## config.mk

```make
export PLATFORM = sky130hd
export DESIGN_NAME = multiword_adder_seq
export DESIGN_NICKNAME = d
export VERILOG_FILES = /design/src/rtl/adders_pkg.sv /design/src/rtl/ripple_carry_adder.sv /design/src/rtl/multiword_adder_seq.sv
export SDC_FILE = /design/constraint.sdc
export NUM_CORES = 1
export LEC_CHECK = 0
export CORE_MARGIN = 3
export CORE_UTILIZATION = 35
export DETAILED_ROUTE_END_ITERATION = 8
export GPL_TIMING_DRIVEN = 0
export PLACE_DENSITY = 0.63
export SETUP_SLACK_MARGIN = 0.02
export SYNTH_ARGS = -nofsm -noshare
export SYNTH_HDL_FRONTEND = slang
export SYNTH_SLANG_ARGS = --single-unit
```

## constraint.sdc

```tcl
create_clock -name clk -period 6 [get_ports clk]
set_input_delay 0.6 -clock clk [delete_from_list [all_inputs] [get_ports clk]]
set_output_delay 0.6 -clock clk [all_outputs]
set_load 0.02 [all_outputs]
```

## src/rtl/adders_pkg.sv

```systemverilog
// Shared types and helpers for the multi-precision adder slice.
// Sequencer FSM encoding and counter sizing live here.
package adders_pkg;

  typedef enum logic [1:0] {
    IDLE,
    RUN,
    DONE
  } state_t;

  function automatic int cnt_width(input int words);
    return (words > 1) ? $clog2(words) : 1;
  endfunction

endpackage

```

## src/rtl/ripple_carry_adder.sv

```systemverilog
// WIDTH-bit ripple-carry adder.
// Purely combinational; the carry walks LSB to MSB.
module ripple_carry_adder #(
  parameter int WIDTH = 8
) (
  input  logic [WIDTH-1:0] a,
  input  logic [WIDTH-1:0] b,
  input  logic             c_in,
  output logic [WIDTH-1:0] sum,
  output logic             c_out
);

  // Bit-serial carry chain, one full adder per bit
  always_comb begin
    logic cy;
    sum = '0;
    cy  = c_in;
    for (int i = 0; i < WIDTH; i++) begin
      sum[i] = a[i] ^ b[i] ^ cy;
      cy     = (a[i] & b[i]) | (cy & (a[i] ^ b[i]));
    end
    c_out = cy;
  end

endmodule

```

## src/rtl/multiword_adder_seq.sv

```systemverilog
// Multi-precision add/subtract sequencer.
// Feeds one chunk per cycle through a single ripple-carry adder.
module multiword_adder_seq
  import adders_pkg::*;
#(
  parameter int WIDTH = 8,
  parameter int WORDS = 4
) (
  input  logic                   clk,
  input  logic                   rst_n,
  input  logic                   in_valid,
  output logic                   in_ready,
  input  logic [WIDTH*WORDS-1:0] in_a,
  input  logic [WIDTH*WORDS-1:0] in_b,
  input  logic                   in_cin,
  input  logic                   in_sub,
  output logic                   out_valid,
  input  logic                   out_ready,
  output logic [WIDTH*WORDS-1:0] out_sum,
  output logic                   out_cout,
  output logic                   out_ovf
);

  localparam int N  = WIDTH * WORDS;
  localparam int CW = cnt_width(WORDS);

  state_t state;
  state_t state_nx;

  logic [CW-1:0]    cnt;
  logic             carry;
  logic [N-1:0]     op_a;
  logic [N-1:0]     op_b;
  logic [WIDTH-1:0] ch_a;
  logic [WIDTH-1:0] ch_b;
  logic [WIDTH-1:0] ch_s;
  logic             ch_c;
  logic             last;
  logic             accept;
  logic             fire;

  assign in_ready  = (state == IDLE);
  assign out_valid = (state == DONE);
  assign accept    = in_valid && in_ready;
  assign fire      = out_valid && out_ready;
  assign last      = (cnt == CW'(WORDS - 1));
  assign ch_a      = op_a[cnt*WIDTH +: WIDTH];
  assign ch_b      = op_b[cnt*WIDTH +: WIDTH];

  ripple_carry_adder #(
    .WIDTH(WIDTH)
  ) u_rca (
    .a    (ch_a),
    .b    (ch_b),
    .c_in (carry),
    .sum  (ch_s),
    .c_out(ch_c)
  );

  // State register
  always_ff @(posedge clk or negedge rst_n) begin
    if (!rst_n) state <= IDLE;
    else        state <= state_nx;
  end

  // Next-state: accept, walk all chunks, hold until consumed
  always_comb begin
    state_nx = state;
    unique case (state)
      IDLE:    if (accept) state_nx = RUN;
      RUN:     if (last)   state_nx = DONE;
      DONE:    if (fire)   state_nx = IDLE;
      default:             state_nx = IDLE;
    endcase
  end

  // Operand latch, carry chain and result collection
  always_ff @(posedge clk or negedge rst_n) begin
    if (!rst_n) begin
      op_a     <= '0;
      op_b     <= '0;
      carry    <= 1'b0;
      cnt      <= '0;
      out_sum  <= '0;
      out_cout <= 1'b0;
      out_ovf  <= 1'b0;
    end else begin
      unique case (1'b1)
        accept: begin
          op_a  <= in_a;
          op_b  <= in_sub ? ~in_b : in_b;
          carry <= in_sub | in_cin;
          cnt   <= '0;
        end
        (state == RUN): begin
          out_sum[cnt*WIDTH +: WIDTH] <= ch_s;
          carry <= ch_c;
          cnt   <= cnt + 1'b1;
          if (last) begin
            out_cout <= ch_c;
            out_ovf  <= (op_a[N-1] == op_b[N-1])
                     && (ch_s[WIDTH-1] != op_a[N-1]);
          end
        end
        default: ;
      endcase
    end
  end

endmodule

```

==> impl_metrics.env <==
export IMPL_insertion_delay_ns=0.34
export IMPL_worstHoldPathType="input pin to async pin"
export IMPL_setup_viol=0
export IMPL_finalHoldViolCount=0
export IMPL_synthCells=358
export IMPL_synth_area_leaders="dfrtp_1, mux2_2, mux4_2"
export IMPL_die_h_um=123.4
export IMPL_die_area_um2=15240
export IMPL_ys_flop_type="dfrtp_1"
export IMPL_post_synth_cell_area_avg_um2=13.48
export IMPL_crit_type="register to register"
export IMPL_maxCapViolCount=0
export IMPL_cp_max_fo=10
export IMPL_status="completed"
export IMPL_seq_area_um2=2577
export IMPL_io_pins=106
export IMPL_viasPerCell=4.861
export IMPL_yosysMostFrequentCell="dfrtp_1"
export IMPL_place_congestion=0.8174
export IMPL_post_route_period_util=0.8426
export IMPL_critical_path_top_delay_family="adder cells"
export IMPL_startpoint_type="register"
export IMPL_drv_slew=0
export IMPL_synthToLayoutAreaGrowth_pct=33.77
export IMPL_first_pass_iters=4
export IMPL_critical_path_most_common_cell="fa_1"
export IMPL_diodes=0
export IMPL_critical_path_required_ns=6.23
export IMPL_power_switching_mw=1.509
export IMPL_tightest_slew_ns=0.5020
export IMPL_clk_pin_slew_ns=0.07
export IMPL_syn_cell_area_um2=4827
export IMPL_layout_drive_gt1_share=0.2046
export IMPL_routedWlPerCell_um=17.62
export IMPL_yosys_area_top_type_share=0.5340
export IMPL_fillers=1210
export IMPL_grt_pass1_vias=3336
export IMPL_grt_usage=0.1566
export IMPL_cts_tree="done"
export IMPL_path_depth=16
export IMPL_ys_seq_area_frac=0.5340
export IMPL_drtAntennaViolNets=0
export IMPL_start_util=0.3616
export IMPL_multi_input_area_um2=2063
export IMPL_routed_wl_um=11540
export IMPL_vias=3184
export IMPL_grt_start_max_net_pins=71
export IMPL_cts_root_buf="clkbuf_16"
export IMPL_total_power_mw=3.849
export IMPL_crit_path_top_delay_cell="fa_1"
export IMPL_numPortBuffers=104
export IMPL_synth_nets=442
export IMPL_clkPwrFrac=0.176
export IMPL_sw_frac_of_total=0.3921
export IMPL_synth_common_cells="dfrtp_1, mux2_2, nor2_1"
export IMPL_leakagePower_nw=2.663
export IMPL_cts_repair_resized=0
export IMPL_fmax_ghz=0.1978
export IMPL_finalClockSkew_ns=0.008002
export IMPL_antenna_found_initial=0
export IMPL_die_x_um=123.4
export IMPL_numCtsBuffers=9
export IMPL_crit_arrival_ns=5.29
export IMPL_cts_path_max_buffers=2
export IMPL_max_stage_delay_ns=0.66
export IMPL_grt_overflow=0
export IMPL_tns_ns=0
export IMPL_irDropWorstVdd_uv=277.3
export IMPL_drcViolationCount=0
export IMPL_ys_ff_latch=103
export IMPL_power_density_nw_per_um2=596.0
export IMPL_p_seq_frac=0.312
export IMPL_grt_pass1_wl_um=18090
export IMPL_cts_sinks=103
export IMPL_htreeDepth=3
export IMPL_cellInternalPower_mw=2.340
export IMPL_ys_warn_count=0
export IMPL_dp_hpwl_um=8777
export IMPL_synth_largest_area_cell="dfrtp_1"
export IMPL_synth_edff_count=0
export IMPL_cp_num_buf_inv=5
export IMPL_core_rowCount=42
export IMPL_slew_headroom=0.6628
export IMPL_comb_power_share=0.512
export IMPL_yosysUniqueCellTypes=27
export IMPL_fin_nets=558
export IMPL_first_iter_violations=237
export IMPL_ctsHoldBuffers=0
export IMPL_cts_post_setup_buffers_inserted=0
export IMPL_fin_crit_ns=5.056
export IMPL_endpoint_kind="register"
export IMPL_core_area_um2=13350
export IMPL_reg2regPathDepth=16
export IMPL_crit_chain="buf_6 > mux4_2 > inv_1 > fa_1 > inv_1 > fa_1 > fa_1 > inv_1 > fa_1 > inv_1 > fa_1 > fa_1 > fa_1 > fa_1 > o22ai_1 > mux2_2"
export IMPL_async_reset_ff_frac=1.000
export IMPL_rsz0062_at_grt="no"
[worst paths after layout]
path	slack, ns	to	startpoint
max reg2reg	0.94	out_ovf	cnt[0]
min in group clk	0.50	op_a[0]	op_a[0]
max in group asynchronous	5.09	op_b[12]	rst_n
min reg2reg	0.50	op_a[0]	op_a[0]
max	0.94	out_ovf	cnt[0]
min	0.21	out_sum[4]	rst_n
[flip-flops by register name (all words and copies together) (netlist names)]
register	flops
op_a	32
out_cout	1
op_b	32
state	2
cnt	2
carry	1
out_ovf	1
out_sum	32
[layer usage]
metal  wire, um  share of wire  vias to the layer above  global-route usage
li1           -              -                     1492                   -
met1       5213           0.45                     1570              0.2154
met2       5549           0.48                      108              0.2531
met3        654          0.057                       14             0.03660
met4        123          0.011                        0             0.03599
met5          0              0                        -                   0
[placed cells by master, fill, tap and decap left out, types with 2 or more instances in the layout]
cell / synthesis / final
a21oi_1: 32 / 32
a22o_1: 32 / 32
buf_2: 11 / 11
buf_4: 5 / 6
buf_6: 4 / 4
bufinv_16: 0 / 3
clkbuf_16: 0 / 9
clkdlybuf4s50_1: 0 / 103
dfrtp_1: 103 / 103
fa_1: 8 / 8
ha_1: 6 / 6
inv_1: 13 / 13
inv_6: 0 / 2
mux2_2: 35 / 35
mux4_2: 16 / 16
nand2_1: 7 / 7
nand2_2: 4 / 4
nand2b_1: 3 / 3
nor2_1: 34 / 34
nor4_4: 2 / 2
o21ai_0: 2 / 2
xnor2_1: 32 / 32
[cells by family (layout without fill, tap and decap cells)]
group | Yosys count | after routing | synth area share
flip-flops | 103 | 103 | 0.5340
adder cells (fa/ha/maj) | 14 | 14 | 0.04873
AND/OR/NAND/NOR | 55 | 55 | 0.06480
buffers and inverters | 33 | 154 | 0.03862
XOR/XNOR | 32 | 32 | 0.05806
AO/OA/AOI/OAI | 70 | 70 | 0.09954
multiplexers | 51 | 51 | 0.1563
[area by class of cell]
class,instances,area share
Buffer,20,0.02131
Tap cell,176,0.03410
Clock buffer,10,0.03546
Inverter,13,0.007557
Clock inverter,6,0.01783
Sequential cell,103,0.3991
Timing Repair Buffer,105,0.1651
Multi-Input combinational cell,222,0.3195
[power groups by stage]
| stage | combinational (mW) | sequential (mW) | clock (mW) |
|---|---|---|---|
| 2_1_floorplan | 1.25 | 1.25 | 0 |
| 3_3_place_gp | 1.94 | 1.20 | 0 |
| 3_5_place_dp | 2.00 | 1.21 | 0 |
| 4_1_cts | 2.00 | 1.20 | 0.686 |
| 5_1_grt | 2.17 | 1.24 | 0.716 |
| 6_report | 1.97 | 1.20 | 0.676 |
[through the flow]
step / instances / utilization / area, um2 / hold WS [ns] / setup WS (ns)
floorplan: 358 / - / 4827 / 0.3044 / 1.379
global placement: 638 / 0.4561 / 6088 / 0.4853 / 0.6271
detailed placement: 639 / 0.4580 / 6113 / 0.4910 / 0.9227
CTS: 655 / 0.4838 / 6457 / 0.2175 / 0.8991
global route: 655 / 0.4838 / 6457 / 0.2306 / 0.7215
finish: 655 / 0.4838 / 6457 / 0.2052 / 0.9441
(Power assumes the default switching activity.)
